File: src/rtl/operand_entry_ctrl.sv
// Operator-input stage: debounces the enter button, captures two signed operands
// from a shared switch bank and hands them to the Booth multiplier with a start pulse.
module operand_entry_ctrl #(
    parameter int WIDTH           = 5,
    parameter int DEBOUNCE_CYCLES = 500000,
    parameter bit CHECK_PARAM     = 1'b1
) (
    input  logic             clk,
    input  logic             rst_n,
    input  logic             enter_n,
    input  logic             clr_n,
    input  logic [WIDTH-1:0] sw,
    input  logic             mult_ready,
    output logic             start_n,
    output logic [WIDTH-1:0] multiplicand,
    output logic [WIDTH-1:0] multiplier,
    output logic             busy,
    output logic [2:0]       state_led
);

    if (CHECK_PARAM && (WIDTH == 0 || DEBOUNCE_CYCLES == 0)) begin : g_param_check
        $fatal(1, "operand_entry_ctrl: WIDTH and DEBOUNCE_CYCLES must both be non-zero");
    end

    localparam int CNT_W = (DEBOUNCE_CYCLES > 2) ? $clog2(DEBOUNCE_CYCLES) : 1;
    localparam logic [CNT_W-1:0] CNT_LAST = CNT_W'(DEBOUNCE_CYCLES - 1);

    typedef enum logic [2:0] {
        GET_A    = 3'd0,
        GET_B    = 3'd1,
        START    = 3'd2,
        WAIT_RES = 3'd3,
        SHOW     = 3'd4
    } state_e;

    state_e           state_q, state_d;
    logic             enter_meta_q, enter_sync_q;
    logic             clr_meta_q, clr_sync_q;
    logic [WIDTH-1:0] sw_meta_q, sw_sync_q;
    logic             ready_q;
    logic             enter_deb_q, enter_deb_d;
    logic [CNT_W-1:0] deb_cnt_q, deb_cnt_d;
    logic             start_n_q, start_n_d;
    logic [WIDTH-1:0] mcand_q, mcand_d;
    logic [WIDTH-1:0] mplier_q, mplier_d;
    logic             press_evt;
    logic             ready_rise;

    always_ff @(posedge clk) begin
        if (!rst_n) begin
            enter_meta_q <= 1'b1;
            enter_sync_q <= 1'b1;
            clr_meta_q   <= 1'b1;
            clr_sync_q   <= 1'b1;
            sw_meta_q    <= '0;
            sw_sync_q    <= '0;
            ready_q      <= 1'b0;
            enter_deb_q  <= 1'b1;
            deb_cnt_q    <= '0;
        end else begin
            enter_meta_q <= enter_n;
            enter_sync_q <= enter_meta_q;
            clr_meta_q   <= clr_n;
            clr_sync_q   <= clr_meta_q;
            sw_meta_q    <= sw;
            sw_sync_q    <= sw_meta_q;
            ready_q      <= mult_ready;
            enter_deb_q  <= enter_deb_d;
            deb_cnt_q    <= deb_cnt_d;
        end
    end

    // The flip cycle itself is the press event, so the FSM acts on the same edge
    // that the debounced level changes.
    always_comb begin
        enter_deb_d = enter_deb_q;
        deb_cnt_d   = '0;
        press_evt   = 1'b0;
        if (enter_sync_q != enter_deb_q) begin
            if (deb_cnt_q == CNT_LAST) begin
                enter_deb_d = enter_sync_q;
                press_evt   = enter_deb_q & ~enter_sync_q;
            end else begin
                deb_cnt_d = deb_cnt_q + CNT_W'(1);
            end
        end
    end

    assign ready_rise = ~ready_q & mult_ready;

    always_ff @(posedge clk) begin
        if (!rst_n) begin
            state_q   <= GET_A;
            start_n_q <= 1'b1;
            mcand_q   <= '0;
            mplier_q  <= '0;
        end else begin
            state_q   <= state_d;
            start_n_q <= start_n_d;
            mcand_q   <= mcand_d;
            mplier_q  <= mplier_d;
        end
    end

    always_comb begin
        state_d  = state_q;
        mcand_d  = mcand_q;
        mplier_d = mplier_q;
        if (!clr_sync_q) begin
            state_d  = GET_A;
            mcand_d  = '0;
            mplier_d = '0;
        end else begin
            case (state_q)
                GET_A: begin
                    if (press_evt) begin
                        mcand_d = sw_sync_q;
                        state_d = GET_B;
                    end
                end
                GET_B: begin
                    if (press_evt) begin
                        mplier_d = sw_sync_q;
                        state_d  = START;
                    end
                end
                START:    state_d = WAIT_RES;
                // Only a fresh rising edge counts; a ready left high by the last result is stale.
                WAIT_RES: if (ready_rise) state_d = SHOW;
                SHOW: begin
                    if (press_evt) begin
                        mcand_d = sw_sync_q;
                        state_d = GET_B;
                    end
                end
                default:  state_d = GET_A;
            endcase
        end
        start_n_d = (state_d != START);
    end

    assign start_n      = start_n_q;
    assign multiplicand = mcand_q;
    assign multiplier   = mplier_q;
    assign busy         = (state_q == START) || (state_q == WAIT_RES);
    assign state_led    = {state_q == SHOW, state_q == GET_B, state_q == GET_A};

endmodule

File: config.mk
export PLATFORM = sky130hd
export DESIGN_NAME = operand_entry_ctrl
export DESIGN_NICKNAME = d
export VERILOG_FILES = /design/src/rtl/operand_entry_ctrl.sv
export SDC_FILE = /design/constraint.sdc
export NUM_CORES = 1
export LEC_CHECK = 0
export BUFFER_PORTS_ARGS = -buffer_cell sky130_fd_sc_hd__buf_4
export CORE_ASPECT_RATIO = 1.4
export CORE_MARGIN = 5
export CORE_UTILIZATION = 50
export DETAILED_ROUTE_END_ITERATION = 6
export PLACE_DENSITY = 0.69
export SYNTH_ARGS = -nofsm -noshare
export SYNTH_HDL_FRONTEND = slang
export SYNTH_SLANG_ARGS = --single-unit
File: constraint.sdc
create_clock -name clk -period 1.9 [get_ports clk]
set_input_delay 0 -clock clk [delete_from_list [all_inputs] [get_ports clk]]
set_output_delay 0 -clock clk [all_outputs]
set_load 0.02 [all_outputs]
### Yosys cells after proc, flatten, opt, wreduce, memory -nomap -nowiden

Index checks and enable logic that the tools add are counted.

| word-level totals | value |
|---|---|
| output and inout bits | 15 |
| flip-flop bits (word level) | 49 |
| bits of input ports | 10 |

| cells by class | value |
|---|---|
| $add $sub $neg | 1 |
| reduce and logical (&&, ||, !) cells | 8 |
| equality and inequality tests | 7 |
| muxes and demuxes | 7 |
| bitwise gates (word level) | 6 |

Operators with widths:

| operator | count |
|---|---|
| $add A19 B1 Y19 const B | 1 |
| $eq A19 B19 Y1 const B | 1 |
| $mux W3 | 4 |
| $pmux W3 S4 | 1 |
| $reduce_and A2 Y1 | 4 |
| $eq A3 B2 Y1 const B | 2 |
| $not A1 Y1 | 4 |
| $eq A3 B1 Y1 const B | 1 |
| $eq A3 B3 Y1 const B | 1 |
| $logic_not A3 Y1 | 1 |
| $ne A3 B2 Y1 const B | 1 |
| $reduce_or A3 Y1 | 1 |
| $and A1 B1 Y1 | 2 |
| $mux W1 | 2 |
| $reduce_or A2 Y1 | 1 |
| $logic_or A1 B1 Y1 | 1 |
| $ne A1 B1 Y1 | 1 |

### Logic depth before layout (Yosys ltp)

Gate-level depths: netlist (run 1).

| depth | value |
|---|---|
| depth after elaboration | 8 |
| mapped depth | 8 |

### Worst setup path before layout (run 1)

OpenSTA, ideal clock, no wires.

| path | value |
|---|---|
| kind | register -> register |
| from | reg enter_sync_q |
| to | reg mcand_q[0] (netlist: multiplicand[0]) |
| data arrival time | 1.829 ns |
| cell stages (with the launch flop) | 8 |
| path buffers | 0 |
| slack | -0.056 ns |
| cells stage by stage | dfxtp_1 > inv_1 > ha_1 > nand2b_1 > or3_1 > nor3_2 > mux2i_1 > nor2_1 |

| on the way | value |
|---|---|
| cells in the longest elaborated chain, start to end | 5 |

RTL lines:

| item | line | source |
|---|---|---|
| start, declared | 37 | `logic enter_meta_q, enter_sync_q;` |
| start signal, assigned | 62 | `enter_sync_q <= enter_meta_q;` |
| $not A1 Y1 | 82 | `press_evt = enter_deb_q & ~enter_sync_q;` |
| $and A1 B1 Y1 | 82 |  |
| $mux W1 | 80 | `if (deb_cnt_q == CNT_LAST) begin` |
| $mux W1 (*) | 79 | `if (enter_sync_q != enter_deb_q) begin` |
| $reduce_and A2 Y1 (no source line) (*) | -- |  |
| end signal, assigned | 100 | `mcand_q <= mcand_d;` |
| end, declared | 44 | `logic [WIDTH-1:0] mcand_q, mcand_d;` |

Every way passes the cells marked *; elsewhere a longest branch is shown, timed or not.
A chain may end at the register's enable or synchronous reset.

### Worst setup path after layout (run 1)

| path | value |
|---|---|
| from | reg deb_cnt_q[0] |
| to | reg state_q[1] |

| on the way | value |
|---|---|
| cells in the longest elaborated chain, start to end | 6 |

RTL lines:

| item | line | source |
|---|---|---|
| start, declared | 42 | `logic [CNT_W-1:0] deb_cnt_q, deb_cnt_d;` |
| start signal, assigned | 69 | `deb_cnt_q <= deb_cnt_d;` |
| $eq A19 B19 Y1 (*) | 80 |  |
| $mux W1 (*) | 80 |  |
| $mux W1 (*) | 79 |  |
| $mux W3, on equally long branches | 116, 131, 122 |  |
| $pmux W3 S4 (*) | 114 | `case (state_q)` |
| $mux W3 (*) | 109 | `if (!clr_sync_q) begin` |
| end signal, assigned | 98 | `state_q <= state_d;` |
| end, declared | 36 | `state_e state_q, state_d;` |

Marks and branches as above.

==> results of run 1 <==
## path summary, 6_finish.rpt
path,startpoint,endpoint,slack [ns],cells past startpoint
setup reg to reg,deb_cnt_q[0],state_q[1],0.08,6
hold / removal,clr_sync_q,start_n,0.40,1
hold reg to reg,clr_sync_q,start_n,0.40,1
setup / recovery,deb_cnt_q[0],state_q[1],0.08,6
## routing by layer
layer  global-route usage [%]  share of wire (%)  vias to the layer above  wire (um)
li1                         -                  -                      737          -
met3                     3.73                3.3                        8        124
met2                     31.6                 58                       22       2180
met5                        0                  0                        -          0
met1                     16.0                 37                      699       1390
met4                     5.73                1.6                        0         61
## area by class of cell
type,count,area [um^2],share of cell area (%)
flip-flops and latches,49,986,39.7
repair buffers,48,404,16.3
clock inverters,3,65.1,2.62
well taps,42,52.6,2.12
clock buffers,5,68.8,2.77
multi-input cells,134,890,35.9
inverters,4,15.0,0.605
## worst max-delay path, stage by stage (launching register included)
cell and delay, ns:
dfxtp_2 0.36, ha_2 0.18, and4_4 0.25, nand2_4 0.07
or2_1 0.24, or4_4 0.42, a211oi_2 0.22
## flip-flops by register name, summed over array words and instances, names as in the netlist, 3 cells and up
name / count
deb_cnt_q: 19
multiplicand: 5
multiplier: 5
state_q: 3
sw_meta_q: 5
sw_sync_q: 5
## cell usage in the layout (no fill, tap or decap), types with 5 or more instances in the layout
master / netlist / routed
dfxtp_1: 49 / 45
buf_4: 0 / 35
nor2_1: 33 / 33
and2_1: 11 / 11
nand3_1: 11 / 11
xor2_1: 11 / 11
dlygate4sd3_1: 0 / 11
mux2i_1: 10 / 10
nand2_1: 10 / 9
xnor2_1: 6 / 6
nor3_1: 5 / 5
nand2b_1: 5 / 5
clkbuf_8: 0 / 5
## Yosys cell counts
master    count  area [um^2]
a211oi_2      1         12.5
a21oi_1       3         15.0
and2_1       11         68.8
and3_1        3         18.8
and4_1        1         8.76
and4bb_1      1         12.5
buf_2         2         10.0
clkbuf_1      3         11.3
dfxtp_1      49          981
ha_1          2         25.0
inv_1         4         15.0
mux2i_1      10          100
nand2_1      10         37.5
nand2b_1      5         31.3
nand3_1      11         55.1
nand3_2       1         10.0
nand3b_1      2         15.0
nand4_1       2         12.5
nor2_1       33          124
nor2b_1       1         6.26
nor3_1        5         25.0
nor3_2        1         10.0
nor3b_1       1         7.51
nor4_1        1         6.26
nor4_4        1         21.3
nor4b_4       1         23.8
o21ai_0       3         15.0
o311ai_0      1         8.76
or2_1         1         6.26
or2_2         1         6.26
or3_1         2         12.5
or3b_2        1         8.76
or4_4         1         11.3
xnor2_1       6         52.6
xor2_1       11         96.3
## power by group through the flow
stage | sequential (mW) | combinational, mW | clock, mW
3_3_place_gp | 1.07 | 0.0433 | 0
6_report | 1.05 | 0.0652 | 0.851
2_1_floorplan | 1.07 | 0.0244 | 0
4_1_cts | 1.05 | 0.0641 | 0.870
5_1_grt | 1.05 | 0.0730 | 0.915
3_5_place_dp | 1.07 | 0.0458 | 0
## cell families (layout without fill, tap and decap cells)
logic type,count (synthesis),after routing,share of synthesized area [%]
xor+xnor,17,17,7.91
flops,49,49,52.1
buf+inv,9,60,1.93
simple gates,97,97,28.7
mux,10,10,5.32
compound gates,8,8,2.73
fa+ha+maj,2,2,1.33
## what timing repair did
action | 4_1_cts | 5_1_grt
gates resized for setup | 0 | 8
setup buffers | 0 | 2
endpoints found under the setup margin | 0 | 7
endpoints found under the hold margin | 11 | 0
hold buffers | 11 | 0
## through the flow
stage	hold slack (ns)	util [%]	cells	setup WS (ns)
after floorplan	0.101	-	192	-0.0565
after global placement	0.181	60.3	264	0.104
after detailed placement	0.193	60.3	264	0.0384
after CTS	0.406	67.0	283	0.0221
after global routing	0.418	68.1	285	0.00308
final	0.402	68.1	285	0.0760
==> results_dict.tcl, run 1 <==
set metrics [dict create \
    status "complete, no violations" \
    placed_area_um2 2200 \
    first_global_vias 1485 \
    final-max-slew-violation-count 0 \
    drtIter0Drc 50 \
    powerDensity_nw_per_um2 791 \
    syn_avg_cell_area_um2 9.80 \
    worst_slew_pin_slew_ns 0.445 \
    netSwitchingFraction_pct 18.3 \
    fin_skew_ns 0.00555 \
    cp_max_fo 4 \
    vdd_drop_max_uv 683 \
    detail-route-antenna-nets 0 \
    dieArea_um2 5110 \
    wl_per_cell_um 13.2 \
    cp.required_ns 2.11 \
    clk_path_buf_depth 2 \
    rsz0062_at_grt "false" \
    layout-drive-gt1-share_pct 25.1 \
    dieWidth_um 61.9 \
    endpoint_kind "flop" \
    routed_wl_um 3760 \
    synth_seq_area_share_pct 52.1 \
    setup_viol 0 \
    gr-total-overflow 0 \
    p_seq_share_pct 53.3 \
    ys_ff_latch 49 \
    num_io_pins 25 \
    core_area_um2 3640 \
    grt.total_usage_pct 16.2 \
    period_minus_slack_ns 1.82 \
    p_clk_share_pct 43.4 \
    max_freq_ghz 0.548 \
    cts_tree "done" \
    path_clk_slew_ns 0.08 \
    grt_pass1_wl_um 6130 \
    hold_viol 0 \
    grt_max_degree 20 \
    die_h_um 82.6 \
    yosysUniqueCellTypes 35 \
    startpoint_type "flop" \
    routabilityCongestion 0.739 \
    initial_core_util_pct 51.6 \
    grt_antenna_before_repair 0 \
    num_vias 1466 \
    cts.htree.levels 2 \
    vias_per_cell 5.14 \
    combPwrFrac_pct 3.3 \
    netlist_area_um2 1880 \
    numClockSinks 49 \
    fin_total_pwr_mw 1.96 \
    cp.arrival_ns 2.04 \
    numPortBuffers 24 \
    cts-root-buf "clkbuf_8" \
    yosys_warnings 0 \
    hold_path.class "flop to flop" \
    syn_inst 192 \
    clkLatencyLatePin_ns 0.29 \
    p_int_mw 1.60 \
    net-switching-power_mw 0.359 \
    fillers 295 \
    antenna_cells 0 \
    synthToLayoutAreaGrowth_pct 31.8 \
    cts_inserted_buffers 5 \
    route.detailed.drc 0 \
    dr.pass1.iters 4 \
    nets 254 \
    max_slew_margin_pct 70.3 \
    synthesis.nets 204 \
    dpl.hpwl_um 2700 \
    critPathKind "flop to flop" \
    drv_cap 0 \
    post-route-period-util_pct 96.0 \
    p_leak_nw 0.959 \
    rows 26 \
    fin_area_um2 2480 \
    finalSetupTns_ns 0 \
]
Note: power is estimated with default switching activity, not from simulation.
==> run 2, diff against run 1 <==
--- a/config.mk
+++ b/config.mk
@@ -11,6 +11,7 @@
 export CORE_UTILIZATION = 50
 export DETAILED_ROUTE_END_ITERATION = 6
 export PLACE_DENSITY = 0.69
+export RECOVER_POWER = 25
 export SYNTH_ARGS = -nofsm -noshare
 export SYNTH_HDL_FRONTEND = slang
 export SYNTH_SLANG_ARGS = --single-unit
==> run 2 against run 1 <==
  * Sequential share of layout area grew 0.12 points
  * Combinational power about the same
  * Global-route usage unchanged
  * Largest cell class unchanged
  * Clock power about the same
  * Routed wire length shrank 0.19%
  * Critical path type unchanged
==> results_dict.tcl, run 2 (synthesis gave the netlist of run 1 again) <==
set metrics [dict create \
    final_cells 285 \
    drtIter0Drc 55 \
    grt_antenna_before_repair 0 \
    rsz0062_at_grt "false" \
    numClockSinks 49 \
    period_minus_slack_ns 1.82 \
    grt_max_degree 20 \
    largest_reg_flops 19 \
    powerDensity_nw_per_um2 793 \
    grt_pass1_wl_um 6130 \
    wl_per_cell_um 13.2 \
    layout-drive-gt1-share_pct 24.3 \
    placed_area_um2 2200 \
    numPortBuffers 24 \
    dieWidth_um 61.9 \
    route.detailed.drc 0 \
    core_area_um2 3640 \
    fin_total_pwr_mw 1.96 \
    cts_inserted_buffers 5 \
    num_vias 1473 \
    gr-total-overflow 0 \
    initial_core_util_pct 51.6 \
    rows 26 \
    dpl.hpwl_um 2700 \
    cp.arrival_ns 2.03 \
    dieArea_um2 5110 \
    placed_cells 264 \
    cts.htree.levels 2 \
    vdd_drop_max_uv 683 \
    cts_tree "done" \
    dr.pass1.iters 4 \
    clkLatencyLatePin_ns 0.29 \
    detail-route-antenna-nets 0 \
    max_freq_ghz 0.549 \
    die_h_um 82.6 \
    hold_viol 0 \
    endpoint_kind "flop" \
    routabilityCongestion 0.739 \
    cp_max_fo 4 \
    status "complete, no violations" \
    setup_viol 0 \
    routed_wl_um 3750 \
    post-route-period-util_pct 95.9 \
    hold_path.class "flop to flop" \
    startpoint_type "flop" \
    max_slew_margin_pct 70.3 \
    antenna_cells 0 \
    path_clk_slew_ns 0.08 \
    p_leak_nw 0.949 \
    final-max-slew-violation-count 0 \
    finalWorstSetupSlack_ns 0.0775 \
    grt.total_usage_pct 16.2 \
    clk_path_buf_depth 2 \
    first_global_vias 1485 \
    vias_per_cell 5.17 \
    num_io_pins 25 \
    cts-root-buf "clkbuf_8" \
    cp.required_ns 2.11 \
    place_ws_ns 0.0384 \
    final_cell_mix "45 x dfxtp_1, 33 x nor2_1, 33 x buf_4" \
    nets 254 \
    worst_slew_pin_slew_ns 0.444 \
    synthToLayoutAreaGrowth_pct 31.4 \
    hold_ws_ns 0.402 \
    critPathKind "flop to flop" \
    utilization_pct 67.9 \
    drv_cap 0 \
    largest-register "deb_cnt_q" \
    fin_skew_ns 0.00590 \
    final_common_cell "dfxtp_1" \
    fin_area_um2 2470 \
    finalSetupTns_ns 0 \
]
==> run 2: layout make-up <==
type	count	area, um^2
fill	298	1170
sequential	49	986
multi-input combinational	134	890
timing repair buffer	48	397
clock buffer	5	68.8
clock inverter	3	65.1
tap	42	52.6
inverter	4	15.0
==> run 2: routing by layer <==
| layer | up-vias | routed length, um | global-route usage [%] |
|---|---|---|---|
| met5 | - | 0 | 0 |
| met4 | 0 | 61 | 5.73 |
| met3 | 8 | 145 | 3.73 |
| met2 | 27 | 2150 | 31.6 |
| met1 | 701 | 1400 | 16.0 |
| li1 | 737 | - | - |
==> run 2: final timing paths <==
check | startpoint | end | slack [ns] | cells past startpoint
setup / recovery | deb_cnt_q[0] | state_q[1] | 0.08 | 6
hold / removal | clr_sync_q | start_n | 0.40 | 1
setup reg to reg | deb_cnt_q[0] | state_q[1] | 0.08 | 6
hold reg to reg | clr_sync_q | start_n | 0.40 | 1
==> run 2: what timing repair did <==
| item | 4_1_cts | 5_1_grt |
|---|---|---|
| setup endpoints to repair | 0 | 7 |
| hold buffers | 11 | 0 |
| resized for setup | 0 | 8 |
| endpoints found under the hold margin | 11 | 0 |
| setup buffers | 0 | 2 |
==> run 2: worst max-delay path, cell delays in order, from the launching register on <==
cell	delay, ns
dfxtp_2	0.36
ha_2	0.18
and4_4	0.25
nand2_4	0.07
or2_1	0.24
or4_4	0.42
a211oi_2	0.22
==> run 2: power by group <==
part           switching [mW]  internal (mW)
logic                  0.0257         0.0392
registers             0.00511           1.04
clock network           0.328          0.522
total                   0.358           1.60
